### src/rtl/spi_pkg.sv
// Shared FSM state type, default SCLK divider and small helpers for the SPI master.
package spi_pkg;

    localparam int unsigned CLKDIV_DEFAULT = 32'd4;

    typedef enum logic [2:0] {
        IDLE     = 3'd0,
        SETUP    = 3'd1,
        SHIFT_LO = 3'd2,
        SHIFT_HI = 3'd3,
        WAIT     = 3'd4,
        END      = 3'd5
    } spi_state_e;

    // A byte may be offered only while idle, or between bytes when no end of message is pending.
    function automatic logic ready_in(input spi_state_e st, input logic end_pend);
        return (st == IDLE) || ((st == WAIT) && !end_pend);
    endfunction

endpackage

### src/rtl/spi_master.sv
// Byte-oriented SPI mode-0 master: MSB first, SSEL held low across back-to-back bytes
// until a message end is requested; every SPI-facing output is driven straight from a flop.
module spi_master
    import spi_pkg::*;
#(
    parameter int unsigned CLKDIV = CLKDIV_DEFAULT
) (
    input  logic       clk,
    input  logic       reset_n,
    output logic       spi_ssel_n,
    output logic       spi_sclk,
    output logic       spi_mosi,
    input  logic       spi_miso,
    input  logic [7:0] txdata,
    input  logic       txdata_valid,
    output logic       txdata_ready,
    input  logic       msg_end,
    output logic [7:0] rxdata,
    output logic       rxdata_valid,
    output logic       busy
);

    localparam logic [7:0] DIV_LAST = 8'(CLKDIV - 32'd1);

    spi_state_e state_r;
    spi_state_e state_s;
    logic [7:0] cnt_r;
    logic [7:0] cnt_s;
    logic [2:0] bit_r;
    logic [2:0] bit_s;
    logic [7:0] tx_sh_r;
    logic [7:0] tx_sh_s;
    logic [7:0] rx_sh_r;
    logic [7:0] rx_sh_s;
    logic       end_pend_r;
    logic       end_pend_s;
    logic       miso_r;
    logic       mosi_s;
    logic [7:0] rxdata_s;
    logic       rxv_s;
    logic       sclk_s;
    logic       ssel_n_s;
    logic       busy_s;
    logic       ready_s;
    logic       accept_s;
    logic       phase_done_s;

    assign accept_s     = txdata_valid && txdata_ready;
    assign phase_done_s = (cnt_r == DIV_LAST);

    // Outputs are registered copies of what the next state implies, so they change with the state.
    assign sclk_s   = (state_s == SHIFT_HI);
    assign ssel_n_s = (state_s == IDLE);
    assign busy_s   = (state_s != IDLE);
    assign ready_s  = ready_in(state_s, end_pend_s);

    // Next-state, counter and shifter logic for one byte transfer.
    always_comb begin
        state_s    = state_r;
        cnt_s      = cnt_r + 8'd1;
        bit_s      = bit_r;
        tx_sh_s    = tx_sh_r;
        rx_sh_s    = rx_sh_r;
        end_pend_s = end_pend_r;
        mosi_s     = spi_mosi;
        rxdata_s   = rxdata;
        rxv_s      = 1'b0;
        case (state_r)
            IDLE: begin
                cnt_s      = 8'd0;
                end_pend_s = 1'b0;
                if (accept_s) begin
                    state_s = SETUP;
                    tx_sh_s = txdata;
                    mosi_s  = txdata[7];
                    bit_s   = 3'd0;
                end else begin
                    mosi_s  = 1'b0;
                end
            end
            SETUP: begin
                end_pend_s = end_pend_r | msg_end;
                if (phase_done_s) begin
                    state_s = SHIFT_HI;
                    cnt_s   = 8'd0;
                end else begin
                    state_s = SETUP;
                end
            end
            SHIFT_HI: begin
                end_pend_s = end_pend_r | msg_end;
                if (phase_done_s) begin
                    // Sample on the last high cycle; present the next bit as SCLK falls.
                    state_s = SHIFT_LO;
                    cnt_s   = 8'd0;
                    rx_sh_s = {rx_sh_r[6:0], miso_r};
                    tx_sh_s = {tx_sh_r[6:0], 1'b0};
                    mosi_s  = tx_sh_r[6];
                end else begin
                    state_s = SHIFT_HI;
                end
            end
            SHIFT_LO: begin
                end_pend_s = end_pend_r | msg_end;
                if (phase_done_s) begin
                    cnt_s = 8'd0;
                    bit_s = bit_r + 3'd1;
                    if (bit_r == 3'd7) begin
                        state_s  = WAIT;
                        rxdata_s = rx_sh_r;
                        rxv_s    = 1'b1;
                    end else begin
                        state_s  = SHIFT_HI;
                    end
                end else begin
                    state_s = SHIFT_LO;
                end
            end
            WAIT: begin
                cnt_s = 8'd0;
                if (end_pend_r) begin
                    state_s    = END;
                    end_pend_s = 1'b0;
                end else if (accept_s) begin
                    // A simultaneous msg_end closes the message after this byte.
                    state_s    = SETUP;
                    tx_sh_s    = txdata;
                    mosi_s     = txdata[7];
                    end_pend_s = msg_end;
                end else if (msg_end) begin
                    state_s    = END;
                end else begin
                    state_s    = WAIT;
                end
            end
            END: begin
                if (phase_done_s) begin
                    state_s = IDLE;
                    cnt_s   = 8'd0;
                    mosi_s  = 1'b0;
                end else begin
                    state_s = END;
                end
            end
            default: begin
                state_s    = IDLE;
                cnt_s      = 8'd0;
                bit_s      = 3'd0;
                end_pend_s = 1'b0;
                mosi_s     = 1'b0;
            end
        endcase
    end

    // State, counters, shifters and registered outputs.
    always_ff @(posedge clk or negedge reset_n) begin
        if (!reset_n) begin
            state_r      <= IDLE;
            cnt_r        <= 8'd0;
            bit_r        <= 3'd0;
            tx_sh_r      <= 8'd0;
            rx_sh_r      <= 8'd0;
            end_pend_r   <= 1'b0;
            spi_ssel_n   <= 1'b1;
            spi_sclk     <= 1'b0;
            spi_mosi     <= 1'b0;
            rxdata       <= 8'd0;
            rxdata_valid <= 1'b0;
            txdata_ready <= 1'b0;
            busy         <= 1'b0;
        end else begin
            state_r      <= state_s;
            cnt_r        <= cnt_s;
            bit_r        <= bit_s;
            tx_sh_r      <= tx_sh_s;
            rx_sh_r      <= rx_sh_s;
            end_pend_r   <= end_pend_s;
            spi_ssel_n   <= ssel_n_s;
            spi_sclk     <= sclk_s;
            spi_mosi     <= mosi_s;
            rxdata       <= rxdata_s;
            rxdata_valid <= rxv_s;
            txdata_ready <= ready_s;
            busy         <= busy_s;
        end
    end

    // MISO is asynchronous to clk; register it once before it reaches the shifter.
    always_ff @(posedge clk or negedge reset_n) begin
        if (!reset_n) begin
            miso_r <= 1'b0;
        end else begin
            miso_r <= spi_miso;
        end
    end

endmodule

### config.mk
export PLATFORM = sky130hd
export DESIGN_NAME = spi_master
export DESIGN_NICKNAME = d
export VERILOG_FILES = /design/src/rtl/spi_pkg.sv /design/src/rtl/spi_master.sv
export SDC_FILE = /design/constraint.sdc
export NUM_CORES = 1
export LEC_CHECK = 0
export CAP_MARGIN = 20
export CORE_MARGIN = 10
export CORE_UTILIZATION = 38
export DETAILED_ROUTE_END_ITERATION = 12
export SETUP_SLACK_MARGIN = 0.1
export SYNTH_ARGS = -nofsm -noshare
export SYNTH_HDL_FRONTEND = slang
export SYNTH_SLANG_ARGS = --single-unit
export TNS_END_PERCENT = 1
### constraint.sdc
create_clock -name clk -period 2.2 [get_ports clk]
set_input_delay 0.44 -clock clk [delete_from_list [all_inputs] [get_ports clk]]
set_output_delay 0.44 -clock clk [all_outputs]
set_load 0.05 [all_outputs]
==> impl_metrics.ini <==
[timing]
timing.fmax_mhz = 485.6
setup_tns_ns = 0
min_period_over_period = 0.9360
worst_slew_pin_slew_ns = 0.8257
rsz0062_at_grt = true
period_needed_ns = 2.059
finalMaxSlewViolations = 0
finClkSkew_ns = 0.004558
finalHoldViolCount = 0
slew_headroom = 0.4496
setup_viol = 0

[drt]
dr_total_vias = 1472
routed_wl_um = 4264
drtAntennaViolNets = 0
drc = 0
post_drt_wl_per_cell_um = 14.96
dr.pass1.iters = 4
first_iter_violations = 67
vias_per_cell = 5.165

[logic_synthesis]
synth_area_leader_cell = dfrtp_1
synthCells = 168
ys_ff_latch = 45
ys_top_cells_by_area = dfrtp_1 54%, a22o_1 5.2%, mux2_1 4.4%, mux2_2 4.4%, nand2_1 2.0%
synth_nets = 184
synth-edff-count = 0
synth_ff_type = dfrtp_1
synth-seq-area-share = 0.5545
post-synth-top-count-cell = dfrtp_1
synthTopCellsByCount = 44 x dfrtp_1, 12 x a22o_1, 11 x nand2_1, 11 x nor2_1
netlist-cell-type-count = 45
synth_top_family_by_area = simple AND/OR/NAND/NOR gates
synthMuxAreaShare = 0.09354
yosys.area_share.xor_xnor = 0.02154
synth_compound_area_frac = 0.1409
synthArstFlopShare = 1.000
synth_fa_ha_area_frac = 0.02338
syn_area_um2 = 2033
synthSimpleGateAreaFrac = 0.1477
ys.warnings.count = 0
synth_top_area_frac = 0.5415
synth_area_per_cell_um2 = 12.10

[critical_path]
cp_data_required_time_ns = 2.37
end_kind = register
crit_chain = or4_4 -> or3_4 -> nor2_4 -> nor2_2 -> or3_1
cp_top_family = simple AND/OR/NAND/NOR gates
cp.arrival_ns = 2.23
reg2reg_depth = 5
r2r_end = busy
cp-start-kind = register
r2r-start = cnt_r[5]
path_depth = 5
r2r_setup_slack_ns = 0.14
critPathBufInv = 0
cpPeakStageDelay_ns = 0.55
crit_end = busy
cpMaxStageDelayCell = or4_4
path_max_fanout = 6
critPathKind = register to register
crit_start = cnt_r[5]

[job]
maxCapViolations = 0

[global_route]
antenna_found_initial = 0
globalRoute.totalOverflow = 0
grt_util_all_layers = 0.1013
grt_pass1_vias = 1490
grt_start_max_net_pins = 40
grt_first_pass_wirelength_um = 7189

[power]
p_leak_uw = 0.001166
clock_power_share = 0.366
power_frac_comb = 0.036
p_per_area_nw_per_um2 = 544.7
power.internal_uw = 1116
p_switching_uw = 284.3
p_total_uw = 1401
seq_power_share = 0.598
ir_drop_v = 0.0003316
switching_share = 0.2030

[worst_hold_path]
holdCritPathClass = primary input to async pin

[clock_network]
cts_tree = yes
htree_levels = 2
ctsHoldBuffers = 0
clockBufferDepth = 2
clk_latency_ns = 0.29
path_clk_slew_ns = 0.08
cts_sinks = 45
cts_root_buffer = clkbuf_8
cts_buffers = 5

[floorplanning]
initial_utilization = 0.3956
fp-row-count = 26
die-area_um2 = 8676
die_y_um = 93.15
core_um2 = 5140
die_w_um = 93.15
ioPinCount = 27

[layout]
nets = 230
final_area_um2 = 2571
syn2layout_area_growth_pct = 26.46
drive_gt1_frac = 0.1953
antenna_cells = 0

[run_status]
status = finished clean

[placed_design]
dp_hpwl_um = 3102
io_buffers = 26
gp_congestion = 0.8461
place_area_um2 = 2470
## stage by stage
stage / util / setup WS, ns / std cells / hold WS [ns]
after floorplan: - / 0.1258 / 168 / 0.1444
after global placement: 0.4805 / 0.1159 / 276 / 0.4460
after detailed placement: 0.4805 / 0.08287 / 276 / 0.4734
after CTS: 0.5002 / 0.1183 / 285 / 0.2706
after global routing: 0.5002 / 0.03208 / 285 / 0.2988
final: 0.5002 / 0.1409 / 285 / 0.2401
## power groups by stage
| stage | Combinational (uW) | Clock (uW) | Sequential (uW) |
|---|---|---|---|
| floorplan | 9.33 | 0 | 852 |
| global placement | 49.9 | 0 | 853 |
| detailed placement | 51.3 | 0 | 854 |
| CTS | 51.9 | 530 | 838 |
| global route | 55.7 | 576 | 838 |
| finish | 50.1 | 513 | 837 |
## how the worst min path moves through the flow
stage	cells past startpoint	slack [ns]	endpoint
floorplan	0	0.14	bit_r[0]
global placement	1	0.45	rx_sh_r[0]
detailed placement	1	0.47	rx_sh_r[0]
CTS	1	0.27	spi_sclk
global route	1	0.30	spi_sclk
finish	1	0.24	txdata_ready
## final cells by class
class / instances / area (um2)
fill: 478 / 2569
tap: 70 / 87.58
inverter: 3 / 11.26
sequential: 45 / 1127
timing repair buffer: 42 / 375.4
multi-input combinational: 117 / 879.6
clock buffer: 8 / 90.09
## registers in the layout, indices dropped and copies added, names as in the netlist
name and count:
bit_r 3, busy 1, cnt_r 8, end_pend_r 1, miso_r 1, rx_sh_r 8, rxdata 8, rxdata_valid 1
spi_mosi 1, spi_sclk 1, spi_ssel_n 1, state_r 3, tx_sh_r 7, txdata_ready 1
## cell usage in the layout, fill, tap and decap left out, types with 3 or more instances in the layout
cell             Yosys  final
nor3_1               4      4
clkdlybuf4s50_1      0     25
dfrtp_1             44     44
buf_4                0     16
and2_1               3      3
a21oi_1              5      5
mux2_2               8      8
o21ai_0              6      5
nand3_1              4      4
nor2_1              11     11
inv_1                3      3
xor2_1               3      3
a32o_1               3      3
clkbuf_8             0      6
nand2_1             11     11
a22o_1              12     12
ha_1                 3      3
nand2b_1             3      3
mux2_1               8      8
## metal layers
| layer | routed length, um | global-route usage | vias up |
|---|---|---|---|
| li1 | - | - | 711 |
| met1 | 1879 | 0.1234 | 709 |
| met2 | 2002 | 0.1589 | 44 |
| met3 | 315 | 0.03917 | 8 |
| met4 | 66 | 0.03728 | 0 |
| met5 | 0 | 0 | - |
## cells by family (layout without fill, tap and decap cells)
kind of cell    Yosys count  count (layout)
buf+inv                   7              53
compound gates           39              39
mux                      17              17
flops                    45              45
fa+ha+maj                 4               4
xor+xnor                  5               5
simple gates             51              52
## repair_timing
action / 4_1_cts / 5_1_grt
setup buffers: 0 / 0
cloned: 1 / 0
resized for setup: 0 / 1
endpoints found under the hold margin: 0 / 0
setup endpoints to repair: 7 / 12
pin swaps: 1 / 0
## worst reg2reg max path: stages, from the launching register on
cell and delay, ns:
dfrtp_1 0.42, or4_4 0.55, or3_4 0.43, nor2_4 0.13, nor2_2 0.05, or3_1 0.36
Power figures use the tool's default switching activity.
